--- config.mk ---
export PLATFORM = sky130hd
export DESIGN_NAME = rf_wb_arbiter
export DESIGN_NICKNAME = d
export VERILOG_FILES = /design/src/rtl/rf_wb_arbiter.sv
export SDC_FILE = /design/constraint.sdc
export NUM_CORES = 1
export LEC_CHECK = 0
export ABC_AREA = 1
export CAP_MARGIN = 10
export CORE_ASPECT_RATIO = 1.1
export CORE_UTILIZATION = 50
export DETAILED_ROUTE_END_ITERATION = 8
export HOLD_SLACK_MARGIN = 0.06
export PLACE_DENSITY_LB_ADDON = 0.05
export RECOVER_POWER = 50
export SLEW_MARGIN = 20
export SYNTH_ARGS = -nofsm -noshare
export SYNTH_HDL_FRONTEND = slang
export SYNTH_SLANG_ARGS = --single-unit
--- constraint.sdc ---
create_clock -name clk -period 7.7 [get_ports clk]
set_input_delay 1.925 -clock clk [delete_from_list [all_inputs] [get_ports clk]]
set_output_delay 1.925 -clock clk [all_outputs]
set_load 0.05 [all_outputs]
--- src/rtl/rf_wb_arbiter.sv ---
// rf_wb_arbiter
//   Write-back arbiter for the 16-bit x 8 register file. The ALU and the load
//   unit each push {rd, data} into their own small FIFO via valid/ready.
//   The two FIFO heads are arbitrated round-robin onto the single registered
//   RF write port. A per-register busy bitmap is exported for decode stalls.
//
// Ports
//   clk, reset                 clock, synchronous active-high reset
//   alu_valid/alu_rd/alu_data  ALU result handshake in, alu_ready out
//   ld_valid/ld_rd/ld_data     load result handshake in, ld_ready out
//   wr_en/wr_sel/wr_port       registered RF write port
//   write_rf_bool              forwarding capture strobe (same as wr_en)
//   busy                       bit r set while a write to r is pending
module rf_wb_arbiter #(
    parameter int DEPTH      = 2,
    parameter int DATA_WIDTH = 16,
    parameter int ADDR_WIDTH = 3
) (
    input  logic                     clk,
    input  logic                     reset,
    input  logic                     alu_valid,
    input  logic [ADDR_WIDTH-1:0]    alu_rd,
    input  logic [DATA_WIDTH-1:0]    alu_data,
    output logic                     alu_ready,
    input  logic                     ld_valid,
    input  logic [ADDR_WIDTH-1:0]    ld_rd,
    input  logic [DATA_WIDTH-1:0]    ld_data,
    output logic                     ld_ready,
    output logic                     wr_en,
    output logic [ADDR_WIDTH-1:0]    wr_sel,
    output logic [DATA_WIDTH-1:0]    wr_port,
    output logic                     write_rf_bool,
    output logic [2**ADDR_WIDTH-1:0] busy
);

    localparam int IDX_W = $clog2(DEPTH);
    localparam int PTR_W = IDX_W + 1;
    localparam int NREG  = 2**ADDR_WIDTH;

    // Source index: 0 = ALU, 1 = load unit.
    localparam logic [0:0] SRC_ALU = 1'b0;
    localparam logic [0:0] SRC_LD  = 1'b1;

    logic [PTR_W-1:0]      wp_q [2];
    logic [PTR_W-1:0]      wp_d [2];
    logic [PTR_W-1:0]      rp_q [2];
    logic [PTR_W-1:0]      rp_d [2];
    logic [ADDR_WIDTH-1:0] rd_mem_q   [2][DEPTH];
    logic [ADDR_WIDTH-1:0] rd_mem_d   [2][DEPTH];
    logic [DATA_WIDTH-1:0] data_mem_q [2][DEPTH];
    logic [DATA_WIDTH-1:0] data_mem_d [2][DEPTH];

    logic                  wr_en_q, wr_en_d;
    logic [ADDR_WIDTH-1:0] wr_sel_q, wr_sel_d;
    logic [DATA_WIDTH-1:0] wr_port_q, wr_port_d;
    logic [0:0]            last_grant_q, last_grant_d;

    logic [ADDR_WIDTH-1:0] in_rd   [2];
    logic [DATA_WIDTH-1:0] in_data [2];
    logic [ADDR_WIDTH-1:0] head_rd   [2];
    logic [DATA_WIDTH-1:0] head_data [2];
    logic [PTR_W-1:0]      cnt   [2];
    logic [NREG-1:0]       busy_fifo [2];
    logic [1:0]            full, empty, push, pop;

    assign in_rd[0]   = alu_rd;
    assign in_rd[1]   = ld_rd;
    assign in_data[0] = alu_data;
    assign in_data[1] = ld_data;

    always_comb begin
        for (int s = 0; s < 2; s++) begin
            cnt[s]       = wp_q[s] - rp_q[s];
            empty[s]     = (wp_q[s] == rp_q[s]);
            full[s]      = (wp_q[s][PTR_W-1] != rp_q[s][PTR_W-1]) &&
                           (wp_q[s][IDX_W-1:0] == rp_q[s][IDX_W-1:0]);
            head_rd[s]   = rd_mem_q[s][rp_q[s][IDX_W-1:0]];
            head_data[s] = data_mem_q[s][rp_q[s][IDX_W-1:0]];
            // Mark the destination of every occupied slot, walking from the head.
            busy_fifo[s] = '0;
            for (int k = 0; k < DEPTH; k++) begin
                if (PTR_W'(k) < cnt[s]) begin
                    busy_fifo[s][rd_mem_q[s][IDX_W'(rp_q[s] + PTR_W'(k))]] = 1'b1;
                end
            end
        end
    end

    // Cross-producer WAW ordering: a result may not enter its FIFO while the
    // other FIFO still holds a write to the same register. On a same-cycle
    // collision the load wins.
    assign ld_ready  = !reset && !full[1] && !busy_fifo[0][ld_rd];
    assign alu_ready = !reset && !full[0] && !busy_fifo[1][alu_rd] &&
                       !(ld_valid && ld_ready && (ld_rd == alu_rd));

    assign push[0] = alu_valid && alu_ready;
    assign push[1] = ld_valid && ld_ready;

    // Round robin: with both heads present, the source not granted last wins.
    assign pop[1] = !empty[1] && (empty[0] || (last_grant_q == SRC_ALU));
    assign pop[0] = !empty[0] && (empty[1] || (last_grant_q == SRC_LD));

    always_comb begin
        for (int s = 0; s < 2; s++) begin
            wp_d[s]       = wp_q[s] + PTR_W'(push[s]);
            rp_d[s]       = rp_q[s] + PTR_W'(pop[s]);
            rd_mem_d[s]   = rd_mem_q[s];
            data_mem_d[s] = data_mem_q[s];
            if (push[s]) begin
                rd_mem_d[s][wp_q[s][IDX_W-1:0]]   = in_rd[s];
                data_mem_d[s][wp_q[s][IDX_W-1:0]] = in_data[s];
            end
        end

        wr_en_d      = pop[0] || pop[1];
        wr_sel_d     = wr_sel_q;
        wr_port_d    = wr_port_q;
        last_grant_d = last_grant_q;
        if (pop[1]) begin
            wr_sel_d     = head_rd[1];
            wr_port_d    = head_data[1];
            last_grant_d = SRC_LD;
        end else if (pop[0]) begin
            wr_sel_d     = head_rd[0];
            wr_port_d    = head_data[0];
            last_grant_d = SRC_ALU;
        end
    end

    always_ff @(posedge clk) begin
        if (reset) begin
            for (int s = 0; s < 2; s++) begin
                wp_q[s] <= '0;
                rp_q[s] <= '0;
            end
            wr_en_q      <= 1'b0;
            wr_sel_q     <= '0;
            wr_port_q    <= '0;
            last_grant_q <= SRC_ALU;
        end else begin
            for (int s = 0; s < 2; s++) begin
                wp_q[s] <= wp_d[s];
                rp_q[s] <= rp_d[s];
            end
            wr_en_q      <= wr_en_d;
            wr_sel_q     <= wr_sel_d;
            wr_port_q    <= wr_port_d;
            last_grant_q <= last_grant_d;
        end
    end

    // Payload storage needs no reset; occupancy is tracked by the pointers.
    always_ff @(posedge clk) begin
        rd_mem_q   <= rd_mem_d;
        data_mem_q <= data_mem_d;
    end

    assign wr_en         = wr_en_q;
    assign write_rf_bool = wr_en_q;
    assign wr_sel        = wr_sel_q;
    assign wr_port       = wr_port_q;
    assign busy          = busy_fifo[0] | busy_fifo[1] |
                           (wr_en_q ? (NREG'(1) << wr_sel_q) : '0);

endmodule

==> impl_metrics.csv <==
group,metric,value,unit
synth,async_flop_share,0,%
clock_tree,clkTransAtPathRegs,80,ps
critical_path,critical_path_buf_inv_count,4,
timing,setup_viol_count_final,0,
synth,synth_nets,546,
synth,ys.flop_type,"edfxtp_1",
clock_tree,cts-buffers-inserted,9,
critical_path,critical_path.top_delay_family,"buffers and inverters",
drt,vias,3607,
finish,regArea,0.00286,sq mm
critical_path,worst_r2r_path_depth,17,
clock_tree,cts_tree,"built",
critical_path,worstPathArrival,4640,ps
critical_path,slowest_delay,850,ps
clock_tree,cts_root_buffer,"clkbuf_8",
drt,wl_per_cell,16.2,microns
die,die_w,96.9,microns
finish,multi_input_area,0.00170,sq mm
finish,nFillCells,815,
timing,fmax,0.152,GHz
clock_tree,cts.sinks,105,
critical_path,worst_setup_path_start_kind,"input pin",
place,routabilityCongestion,0.865,
critical_path,cp.required,5780,ps
synth,synth_area_per_cell,9.98,sq um
global_route,overflow,0,
die,num_io_pins,73,
flow_run,maxCapViolCount,0,
critical_path,path_max_fanout,19,
timing,timing.final.crit_share,85.3,%
clock_tree,clockBufferDepth,2,
drt,drtPass1Iterations,4,
critical_path,crit_top_cell,"nand2_1",
finish,final_cells,691,
critical_path,crit_type,"input pin to output pin",
timing,fin_crit,6570,ps
global_route,grt_pass1_wl,18000,microns
global_route,antenna_found_initial,1,
die,coreArea,0.00949,sq mm
synth,synth_area,0.00495,sq mm
critical_path,path_cells,"dlygate4sd3_1, clkinv_1, nand2_1, a21oi_1, nand4_1, nand2_1, inv_1, clkdlybuf4s50_1",
synth,synth-seq-cells,105,
synth,netlist.area_leader.share,46.1,%
die,die_y,106,microns
synth,yosys_warnings,0,
clock_tree,clk_latency,370,ps
critical_path,r2r_slack,3360,ps
critical_path,crit_slowest_cell,"dlygate4sd3_1",
timing,hold_viol_final,0,
finish,finalNetCount,618,
synth,synth_top_area_cell,"edfxtp_1",
clock_tree,holdBufCountCts,0,
global_route,grt_max_degree,24,
finish,drive_above_1_share,7.68,%
min_path,hold_class,"register to register",
timing,drv_slew,0,
drt,antenna_left,0,
run_status,status,"finished clean",
power,powerDensity,349,mW/mm^2
drt,first_iter_violations,212,
global_route,grt_usage,23.0,%
synth,ys_seq_area_share,57.8,%
place,portBuffers,72,
place,place_inst,674,
timing,rsz0062_at_grt,"no",
synth,syn-instance-count,496,
timing,worst_pin_slew,1090,ps
drt,vias_per_cell,5.22,
clock_tree,h-tree-depth,3,
die,start_util,52.2,%
timing,tns,0,ps
synth,yosysUniqueCellTypes,32,
synth,synth.area.top_cells,"edfxtp_1 (46%), dfxtp_1 (12%), nand2_1 (7.8%)",
synth,synth-edff-count,76,
die,die_area,0.0103,sq mm
die,rows,37,
power,total_leakage_power,2.40,nW
finish,area_growth,19.0,%
critical_path,cp-end-kind,"output pin",
power,ir_worst_vdd,309,uV
clock_tree,cts-resized-gates,0,
clock_tree,post_cts_buffers,0,
min_path,min_path_cells,2,
drt,drc,0,
critical_path,path_depth,8,
drt,wirelength,11200,microns
place,dp_hpwl,8460,microns
timing,maxSlewHeadroom,27.0,%
timing,fin_skew,11.3,ps
global_route,grt_pass1_vias,3525,
==> final cells by class <==
| cell class | count | area share (%) |
|---|---|---|
| Timing Repair Buffer | 75 | 12.6 |
| Antenna cell | 1 | 0.0425 |
| Sequential cell | 105 | 48.6 |
| Inverter | 74 | 4.72 |
| Clock inverter | 6 | 0.595 |
| Clock buffer | 10 | 2.17 |
| Tap cell | 117 | 2.49 |
| Multi-Input combinational cell | 303 | 28.8 |
==> flip-flops by register name, summed over array words and instances (netlist names) <==
register,flops
data_mem_q,64
wr_port,16
rp_q,4
wr_sel,3
rd_mem_q,12
wp_q,4
wr_en,1
last_grant_q,1
==> worst register-to-register path, delay by kind of cell (launching register included) <==
| kind | cells | cell delay (ps) |
|---|---|---|
| xor gates and xnor gates | 1 | 200 |
| and+or+nand+nor | 11 | 1090 |
| adders and majority gates | 2 | 1190 |
| DFF | 1 | 640 |
| buffers and inverters | 3 | 1100 |
==> metal layers <==
metal	global-route usage, %	vias to the layer above	part of all wire, %
met3	3.88	18	3.6
met2	41.6	88	53
met4	9.49	0	2.5
met5	0	-	0
met1	27.0	1683	41
li1	-	1818	-
==> cells in the final DEF, fill, tap and decap left out, types with 4 or more instances in the layout <==
| master | count |
|---|---|
| nand4_1 | 8 |
| clkdlybuf4s50_1 | 24 |
| xnor2_1 | 4 |
| o22ai_1 | 4 |
| edfxtp_1 | 76 |
| o21ai_0 | 11 |
| nand2_2 | 6 |
| a21oi_1 | 6 |
| nor2_1 | 46 |
| mux2i_1 | 26 |
| dfxtp_1 | 29 |
| nand3_1 | 46 |
| inv_1 | 67 |
| nand2_1 | 103 |
| clkbuf_8 | 9 |
| dlygate4sd3_1 | 48 |
| ha_1 | 8 |
| o21ai_2 | 7 |
| o221ai_1 | 13 |
| inv_2 | 6 |
==> logic make-up (layout without fill, tap and decap cells) <==
| logic type | count (synthesis) | count (layout) | synth area share (%) |
|---|---|---|---|
| AOI/OAI and AO/OA | 46 | 46 | 6.57 |
| xor gates and xnor gates | 7 | 7 | 1.54 |
| adders and majority gates | 8 | 8 | 2.02 |
| buffers and inverters | 88 | 165 | 7.89 |
| DFF | 105 | 105 | 57.8 |
| muxes | 29 | 29 | 5.94 |
| other | 0 | 1 | 0 |
| and+or+nand+nor | 213 | 213 | 18.2 |
==> stage by stage <==
stage	area (sq um)	util [%]	hold WS (ps)	power, W	setup WS, ps
2_1_floorplan	4950	-	450	0.00150	3020
3_3_place_gp	5730	60.3	468	0.00177	1240
3_5_place_dp	5730	60.3	473	0.00179	1200
4_1_cts	5890	62.1	485	0.00208	1190
5_1_grt	5890	62.0	543	0.00217	847
6_report	5890	62.0	483	0.00205	1130
==> report_power, final <==
group | switching, W | total [W] | internal [W]
combinational | 0.000672 | 0.000991 | 0.000319
clock | 0.000180 | 0.000296 | 0.000116
sequential | 0.0000725 | 0.000767 | 0.000695
total | 0.000925 | 0.00205 | 0.00113
==> cell usage after synthesis (3+ instances only) <==
cell,number
nand2_1,103
buf_2,7
nand3_1,46
o21ai_0,11
edfxtp_1,76
o22ai_1,4
dfxtp_1,29
o221ai_1,13
mux2i_1,26
nand4_1,8
nor2_2,3
nand2_2,6
inv_1,67
ha_1,8
a21oi_1,6
xnor2_1,4
mux2_2,3
inv_2,6
o21ai_2,7
nor2_1,46
==> path summary, 6_finish.rpt <==
check / startpoint / to
setup / recovery: reset / alu_ready
hold / removal: last_grant_q / last_grant_q
setup reg to reg: rp_q[0][0] / wp_q[0][1]
hold reg to reg: last_grant_q / last_grant_q
Note: power is estimated with default switching activity, not from simulation.
